[src/rtl/mu0_pkg.sv]
// rtl/mu0_pkg.sv - shared MU0 constants and memory arbiter types
package mu0_pkg;

  localparam int MU0_AW = 12;
  localparam int MU0_DW = 16;

  typedef enum logic [1:0] {
    IDLE  = 2'd0,
    ISSUE = 2'd1,
    WAIT  = 2'd2,
    DONE  = 2'd3
  } arb_state_t;

  localparam logic GRANT_CPU  = 1'b0;
  localparam logic GRANT_HOST = 1'b1;

endpackage

[src/rtl/mem_wait_counter.sv]
// rtl/mem_wait_counter.sv - load/decrement down-counter with zero flag for memory wait states
module mem_wait_counter #(
  parameter int WIDTH = 1
) (
  input  logic             clk,
  input  logic             rst,
  input  logic             load,
  input  logic [WIDTH-1:0] load_value,
  input  logic             dec,
  output logic             zero
);

  logic [WIDTH-1:0] count;

  always_ff @(posedge clk) begin
    if (rst) begin
      count <= '0;
    end else if (load) begin
      count <= load_value;
    end else if (dec && (count != '0)) begin
      count <= count - 1'b1;
    end
  end

  assign zero = (count == '0);

endmodule

[src/rtl/mu0_mem_arbiter.sv]
// rtl/mu0_mem_arbiter.sv - shares the MU0 memory between the CPU and a host loader/debug port
module mu0_mem_arbiter
  import mu0_pkg::*;
#(
  parameter int AW          = MU0_AW,
  parameter int DW          = MU0_DW,
  parameter int WAIT_STATES = 1
) (
  input  logic          clk,
  input  logic          rst,
  input  logic          cpu_memrq,
  input  logic          cpu_rnw,
  input  logic [AW-1:0] cpu_addr,
  input  logic [DW-1:0] cpu_wdata,
  output logic [DW-1:0] cpu_rdata,
  output logic          cpu_wait,
  input  logic          host_halt,
  input  logic          host_req,
  input  logic          host_we,
  input  logic [AW-1:0] host_addr,
  input  logic [DW-1:0] host_wdata,
  output logic          host_ack,
  output logic [DW-1:0] host_rdata,
  output logic          mem_en,
  output logic          mem_we,
  output logic [AW-1:0] mem_addr,
  output logic [DW-1:0] mem_wdata,
  input  logic [DW-1:0] mem_rdata
);

  // Counter needs at least one bit even when no wait states are configured.
  localparam int CW = (WAIT_STATES > 0) ? $clog2(WAIT_STATES + 1) : 1;
  localparam logic [CW-1:0] WS_LOAD = (WAIT_STATES > 0) ? CW'(WAIT_STATES - 1) : '0;

  arb_state_t state;
  logic       grant;
  logic       last_grant;
  logic       cpu_done;
  logic       cpu_elig;
  logic       host_elig;
  logic       pick_host;
  logic       wait_zero;

  // A requester is ignored during its own completion pulse.
  assign cpu_elig  = cpu_memrq & ~host_halt & ~cpu_done;
  assign host_elig = host_req & ~host_ack;
  assign pick_host = host_elig & (~cpu_elig | (last_grant == GRANT_CPU));
  assign cpu_wait  = cpu_memrq & ~cpu_done;

  mem_wait_counter #(
    .WIDTH(CW)
  ) u_wait_cnt (
    .clk       (clk),
    .rst       (rst),
    .load      (state == ISSUE),
    .load_value(WS_LOAD),
    .dec       (state == WAIT),
    .zero      (wait_zero)
  );

  always_ff @(posedge clk) begin
    if (rst) begin
      state      <= IDLE;
      grant      <= GRANT_CPU;
      last_grant <= GRANT_HOST;
      cpu_done   <= 1'b0;
      host_ack   <= 1'b0;
      cpu_rdata  <= '0;
      host_rdata <= '0;
      mem_en     <= 1'b0;
      mem_we     <= 1'b0;
      mem_addr   <= '0;
      mem_wdata  <= '0;
    end else begin
      cpu_done <= 1'b0;
      host_ack <= 1'b0;
      mem_en   <= 1'b0;
      case (state)
        IDLE: begin
          if (cpu_elig || host_elig) begin
            // Access fields are latched so a dropped request still completes cleanly.
            grant     <= pick_host ? GRANT_HOST : GRANT_CPU;
            mem_en    <= 1'b1;
            mem_we    <= pick_host ? host_we : ~cpu_rnw;
            mem_addr  <= pick_host ? host_addr : cpu_addr;
            mem_wdata <= pick_host ? host_wdata : cpu_wdata;
            state     <= ISSUE;
          end
        end
        ISSUE: begin
          state <= (WAIT_STATES > 0) ? WAIT : DONE;
        end
        WAIT: begin
          if (wait_zero) begin
            state <= DONE;
          end
        end
        DONE: begin
          last_grant <= grant;
          if (grant == GRANT_CPU) begin
            cpu_done <= 1'b1;
            if (!mem_we) begin
              cpu_rdata <= mem_rdata;
            end
          end else begin
            host_ack <= 1'b1;
            if (!mem_we) begin
              host_rdata <= mem_rdata;
            end
          end
          state <= IDLE;
        end
        default: begin
          state <= IDLE;
        end
      endcase
    end
  end

endmodule

[config.mk]
export PLATFORM = sky130hd
export DESIGN_NAME = mu0_mem_arbiter
export DESIGN_NICKNAME = d
export VERILOG_FILES = /design/src/rtl/mu0_pkg.sv /design/src/rtl/mem_wait_counter.sv /design/src/rtl/mu0_mem_arbiter.sv
export SDC_FILE = /design/constraint.sdc
export NUM_CORES = 1
export LEC_CHECK = 0
export BUFFER_PORTS_ARGS = -buffer_cell sky130_fd_sc_hd__buf_2
export CAP_MARGIN = 20
export CORE_MARGIN = 2
export CORE_UTILIZATION = 35
export CTS_CLUSTER_SIZE = 24
export DETAILED_ROUTE_END_ITERATION = 8
export PLACE_DENSITY = 0.73
export SETUP_SLACK_MARGIN = 0.15
export SLEW_MARGIN = 20
export SYNTH_ARGS = -nofsm -noshare
export SYNTH_HDL_FRONTEND = slang
export SYNTH_SLANG_ARGS = --single-unit
export TNS_END_PERCENT = 5
[constraint.sdc]
create_clock -name clk -period 2.26 [get_ports clk]
set_input_delay 0.452 -clock clk [delete_from_list [all_inputs] [get_ports clk]]
set_output_delay 0.452 -clock clk [all_outputs]
set_load 0.02 [all_outputs]
==> reports/metrics.csv, run 1 <==
stage;metric;value;unit
status;status;completed;
global_routing;antenna_found_initial;0;
die;dieArea;9450;sq um
timing;tightest_slew;0.671;ns
global_routing;groute.usage.overall;18.6;%
synthesis;synth.distinct_cells;33;
timing;finalSetupViolations;0;
die;ios;143;
die;rows;34;
synthesis;ys_ff_latch;69;
finish;n_fill_cell;826;
place;routabilityCongestion;0.832;
synthesis;synth_sequential_area_ratio;45.4;%
synthesis;avgSynthCellArea;8.59;sq um
global_routing;grt_pass1_vias;3156;
timing;hold_viol_final;0;
detailed_routing;vias;3147;
global_routing;grt_max_degree;36;
timing;min_period;1.93;ns
clocking;clkTransAtPathRegs;0.07;ns
critical_path;cp.required;2.45;ns
global_routing;grt_first_pass_wirelength;14.5;mm
timing;rsz0062_at_grt;no;
timing;fin_skew;0.00735;ns
finish;nNetsFinal;564;
synthesis;synth_area_leaders;dfxtp_1 45%, nand2_1 8.1%, a21oi_1 5.6%;
power_and_ir_drop;ir_worst_vdd;0.560;mV
synthesis;synth_cells;354;
clocking;cts_tree;done;
critical_path;start_kind;flip-flop;
detailed_routing;drc;0;
finish;syn2layout_area_growth;32.6;%
timing;slew_headroom;55.2;%
timing;fin_ws;0.325;ns
global_routing;grt_overflow;0;
die;die_x;97.2;um
finish;final_cell_area;4030;sq um
clocking;clock_path_buffers;2;
synthesis;synth_nets;437;
clocking;clock-root-buffer;clkbuf_8;
critical_path;critPathMaxFanout;30;
place;place_ws;0.344;ns
die;core_area;8550;sq um
clocking;post_cts.repair.setup_buffers;0;
finish;antenna_cells;0;
critical_path;arrival;2.13;ns
worst_hold_path;hold_path_class;input pin to flip-flop;
detailed_routing;drt_first_pass_iters;4;
clocking;numCtsBuffers;9;
finish;layout.area.seq;1380;sq um
detailed_routing;wl;8.72;mm
detailed_routing;ant_nets;0;
place;dpl.hpwl;6.22;mm
detailed_routing;vias_per_cell;5.30;
power_and_ir_drop;p_per_area;1060;nW/um^2
timing;drv_slew;0;
power_and_ir_drop;p_leak;1.72;nW
die;start_util;35.6;%
timing;fin_setup_tns;0;ns
timing;post-route-period-util;85.6;%
clocking;h-tree-depth;3;
detailed_routing;drt_iter0_drc;88;
clocking;hold_buffers;0;
clocking;cts.sinks;69;
critical_path;end_kind;flip-flop;
die;die_h;97.2;um
finish;layout-drive-gt1-share;37.9;%
detailed_routing;routedWlPerCell;14.7;um
finish;multi_input_area;1450;sq um
finish;post_layout_nonfiller_instances;594;
critical_path;path_class;flip-flop to flip-flop;
power_and_ir_drop;total_power;4.27;mW
run;max-cap-violations;0;
timing;fmax;517;MHz
place;dp.cells;578;
synthesis;synth_area_leader_cell;dfxtp_1;
synthesis;ys_warn_count;0;
synthesis;synth_area;3040;sq um
clocking;cts_resized;0;
place;dpl-instance-area;3810;sq um
synthesis;synth_top_area_share;45.4;%
place;io_buffers;142;
clocking;clk_latency;0.34;ns
[synth_stat cells, drive strengths merged]
cell,count
dfxtp,69
nand2,66
a21oi,34
nand3,30
nor3,30
a311oi,29
o21ai,28
buf,22
clkbuf,15
ha,4
inv,3
nand2b,3
or3b,3
and3b,2
nor2,2
nor2b,2
a211oi,1
a21o,1
a32o,1
and2b,1
and4bb,1
mux2i,1
nand3b,1
nand4bb,1
nor3b,1
nor4b,1
nor4bb,1
or2,1
[metal layers]
| layer | share of wire (%) | track usage (%) | up-vias |
|---|---|---|---|
| met2 | 49 | 32.3 | 153 |
| met4 | 2.3 | 8.02 | 0 |
| li1 | - | - | 1518 |
| met3 | 8.6 | 5.18 | 20 |
| met1 | 40 | 21.3 | 1456 |
| met5 | 0 | 0 | - |
[path summary, 6_finish.rpt]
| kind | start | to | slack, ns | cells after the start |
|---|---|---|---|---|
| setup / recovery | state[0] | mem_wdata[13] | 0.33 | 5 |
| hold / removal | mem_rdata[10] | host_rdata[10] | 0.36 | 3 |
| setup reg to reg | state[0] | mem_wdata[13] | 0.33 | 5 |
| hold reg to reg | host_rdata[11] | host_rdata[11] | 0.45 | 2 |
[critical path, cell delays in order (launching register included)]
cell and delay, ns:
dfxtp_1 0.34, inv_1 0.12, ha_1 0.25, and3b_1 0.44
or2_4 0.47, a311oi_2 0.16
[layout by cell type, fill, tap and decap left out, types with 2 or more instances in the layout]
cell type,Yosys,final
buf_2,14,142
dfxtp_1,69,69
nand2_1,66,66
a21oi_1,34,34
nand3_1,30,30
nor3_1,30,30
o21ai_1,20,20
a311oi_1,18,18
a311oi_2,11,11
clkbuf_8,0,10
o21ai_0,8,8
buf_4,1,8
ha_1,4,4
inv_1,3,3
nand2b_1,3,3
or3b_1,3,3
buf_12,0,3
nor2b_1,2,2
and3b_1,2,2
nor2_1,2,2
clkinv_2,0,2
bufinv_16,0,2
[cells by family after synthesis]
group	after synthesis	synth area share (%)
AOI/OAI and AO/OA	94	21.8
muxes	1	0.329
buffers and inverters	40	7.45
adders and majority gates	4	1.65
DFF	69	45.4
and+or+nand+nor	146	23.3
[final cells by class]
cell class	count	area share, %
clock inverters	6	2.14
clock buffers	10	3.42
multi-input cells	245	35.9
inverters	3	0.279
flip-flops and latches	69	34.3
well taps	108	3.35
repair buffers	153	20.6
[stage by stage]
step / hold WS, ns / util, %
after global placement: 0.438 / 44.5
after CTS: 0.339 / 47.1
after floorplan: 0.451 / -
after detailed placement: 0.448 / 44.5
final: 0.356 / 47.1
after global routing: 0.355 / 47.1
[flip-flops by register name, summed over array words and instances (netlist names), 2 cells and up]
name and cells:
cpu_rdata 16, host_rdata 16, mem_addr 12, mem_wdata 16
state 2
[power breakdown]
part | total [mW] | switching, mW | internal (mW) | leakage (nW)
logic | 1.53 | 0.948 | 0.585 | 1.05
registers | 1.61 | 0.155 | 1.46 | 0.564
clock network | 1.13 | 0.478 | 0.649 | 0.112
total | 4.27 | 1.58 | 2.69 | 1.72
Note: power is estimated with default switching activity, not from simulation.
==> run 2: changes to the inputs <==
- MAX_ROUTING_LAYER: default -> met4
==> run 2 against run 1 <==
Combinational power about the same; critical path depth is the same; power down 0.13%; flip-flop and latch count is the same; clock power about the same; register-to-register slack is essentially flat; sequential power about the same; die area stayed put; count of clock-buffer cells in the layout did not move; clock skew is 0.0011 ns lower; cell count unchanged; highest routed layer unchanged.
==> reports/metrics.csv, run 2 (same netlist as run 1, synthesis figures left out) <==
stage;metric;value;unit;change
die;ios;143;;unchanged
die;core_area;8550;sq um;unchanged
clocking;clk_latency;0.34;ns;about the same
finish;final_common_cell;buf_2;;
critical_path;rr_startpoint;state[0];;
power_and_ir_drop;ir_worst_vdd;0.561;mV;+0.10%
worst_hold_path;hold_path_class;input pin to flip-flop;;
critical_path;regToRegSetupSlack;0.33;ns;about the same
clocking;cts_resized;0;;unchanged
timing;tightest_slew;0.667;ns;-0.00352 ns
clocking;clock-root-buffer;clkbuf_8;;
critical_path;arrival;2.12;ns;about the same
place;dpl.hpwl;6.22;mm;unchanged
global_routing;antenna_found_initial;0;;unchanged
global_routing;grt_first_pass_wirelength;14.5;mm;about the same
critical_path;timing.critical_path.from;state[0];;
finish;syn2layout_area_growth;32.6;%;unchanged
timing;rsz0062_at_grt;no;;
clocking;cts.sinks;69;;unchanged
detailed_routing;drt_first_pass_iters;5;;+1
die;rows;34;;unchanged
place;dpl-instance-area;3810;sq um;unchanged
clocking;hold_buffers;0;;unchanged
global_routing;grt_max_degree;36;;unchanged
clocking;post_cts.repair.setup_buffers;0;;unchanged
detailed_routing;wl;8.71;mm;about the same
timing;fin_setup_tns;0;ns;unchanged
critical_path;path_cells;inv_1, ha_1, and3b_1, or2_4, a311oi_2;;
timing;min_period;1.93;ns;-0.00371 ns
die;die_x;97.2;um;unchanged
critical_path;r2r_end;mem_wdata[13];;
power_and_ir_drop;p_leak;1.72;nW;unchanged
finish;final_cell_mix;142 x buf_2, 69 x dfxtp_1, 66 x nand2_1, 34 x a21oi_1;;
clocking;clock_path_buffers;2;;unchanged
timing;finalSetupViolations;0;;unchanged
clocking;clkTransAtPathRegs;0.07;ns;about the same
finish;layout-drive-gt1-share;37.9;%;unchanged
clocking;numCtsBuffers;9;;unchanged
die;dieArea;9450;sq um;unchanged
place;io_buffers;142;;unchanged
detailed_routing;vias_per_cell;5.28;;-0.29%
timing;post-route-period-util;85.4;%;-0.16 points
die;die_h;97.2;um;unchanged
finish;post_layout_nonfiller_instances;594;;unchanged
timing;fin_skew;0.00627;ns;-0.00108 ns
detailed_routing;vias;3138;;-0.29%
place;dp.cells;578;;unchanged
timing;fmax;518;MHz;+0.19%
finish;final_cell_area;4030;sq um;unchanged
power_and_ir_drop;p_clk_share;26.3;%;about the same
critical_path;start_kind;flip-flop;;
detailed_routing;ant_nets;0;;unchanged
critical_path;end_kind;flip-flop;;
timing;drv_slew;0;;unchanged
critical_path;path_class;flip-flop to flip-flop;;
power_and_ir_drop;switching_share;37.0;%;-0.080 points
detailed_routing;drc;0;;unchanged
finish;antenna_cells;0;;unchanged
timing;hold_viol_final;0;;unchanged
global_routing;groute.usage.overall;19.1;%;+0.54 points
status;status;completed;;
critical_path;cp.required;2.45;ns;about the same
finish;reg.largest.list;cpu_rdata x16, host_rdata x16, mem_wdata x16;;
power_and_ir_drop;p_int;2.69;mW;about the same
die;start_util;35.6;%;unchanged
detailed_routing;routedWlPerCell;14.7;um;about the same
detailed_routing;drt_iter0_drc;80;;-9.1%
run;max-cap-violations;0;;unchanged
power_and_ir_drop;p_per_area;1060;nW/um^2;-0.13%
global_routing;grt_pass1_vias;3155;;-0.032%
critical_path;critPathMaxFanout;30;;unchanged
power_and_ir_drop;pwr-share-seq;37.8;%;about the same
power_and_ir_drop;combPwrFrac;35.9;%;about the same
power_and_ir_drop;p_switching;1.58;mW;-0.35%
global_routing;grt_overflow;0;;unchanged
timing;slew_headroom;55.4;%;+0.24 points
place;routabilityCongestion;0.845;;+1.5%
critical_path;r2r_cells;5;;unchanged
critical_path;endpoint;mem_wdata[13];;
clocking;cts_tree;done;;
clocking;h-tree-depth;3;;unchanged
critical_path;max_stage_delay;0.47;ns;about the same
critical_path;cp_slowest_cell;or2_4;;
finish;nNetsFinal;564;;unchanged
[run 2: cell counts in the layout (fill, tap and decap cells not counted)]
No cell type changed its count.
[run 2: metrics by stage]
| stage | util, % | total power, mW | setup WS (ns) | hold WS (ns) |
|---|---|---|---|---|
| after floorplan | - | 2.76 | 0.665 | 0.451 |
| after global placement | 44.5 | 3.12 | 0.471 | 0.438 |
| after detailed placement | 44.5 | 3.17 | 0.344 | 0.448 |
| after CTS | 47.1 | 4.32 | 0.319 | 0.339 |
| after global routing | 47.1 | 4.50 | 0.212 | 0.355 |
| final | 47.1 | 4.27 | 0.329 | 0.362 |
[run 2: final cells by class]
class	instances	area, sq um
repair buffers	153	831
clock inverters	6	86.3
inverters	3	11.3
flip-flops and latches	69	1380
well taps	108	135
multi-input cells	245	1450
fillers	826	4520
clock buffers	10	138
[run 2: per-layer routing]
metal / vias to the layer above / part of all wire [%] / wire length [um] / track usage [%]
li1: 1520 / - / - / -
met1: 1467 / 41 / 3600 / 21.7
met2: 139 / 49 / 4300 / 32.3
met3: 12 / 7.7 / 674 / 4.68
met4: 0 / 1.5 / 131 / 8.02
met5: - / 0 / 0 / -
[run 2: power by group through the flow]
stage / logic (mW) / registers, mW / clock network (mW)
after global placement: 1.49 / 1.63 / 0
after global routing: 1.66 / 1.64 / 1.19
final: 1.53 / 1.61 / 1.12
after floorplan: 0.905 / 1.86 / 0
after CTS: 1.55 / 1.61 / 1.16
after detailed placement: 1.54 / 1.64 / 0
[run 2: how the worst min path moves through the flow]
| stage | from | end | slack [ns] | cells past startpoint |
|---|---|---|---|---|
| floorplan | last_grant | last_grant | 0.45 | 2 |
| global placement | host_rdata[3] | host_rdata[3] | 0.44 | 2 |
| detailed placement | host_rdata[11] | host_rdata[11] | 0.45 | 2 |
| CTS | mem_rdata[15] | cpu_rdata[15] | 0.34 | 3 |
| global route | mem_rdata[10] | host_rdata[10] | 0.36 | 3 |
| finish | mem_rdata[10] | host_rdata[10] | 0.36 | 3 |
[run 2: critical path, delay by kind of cell, from the launching register on]
family,cells,cell delay (ns)
simple gates,2,0.91
flops,1,0.34
fa+ha+maj,1,0.25
compound gates,1,0.16
buf+inv,1,0.12
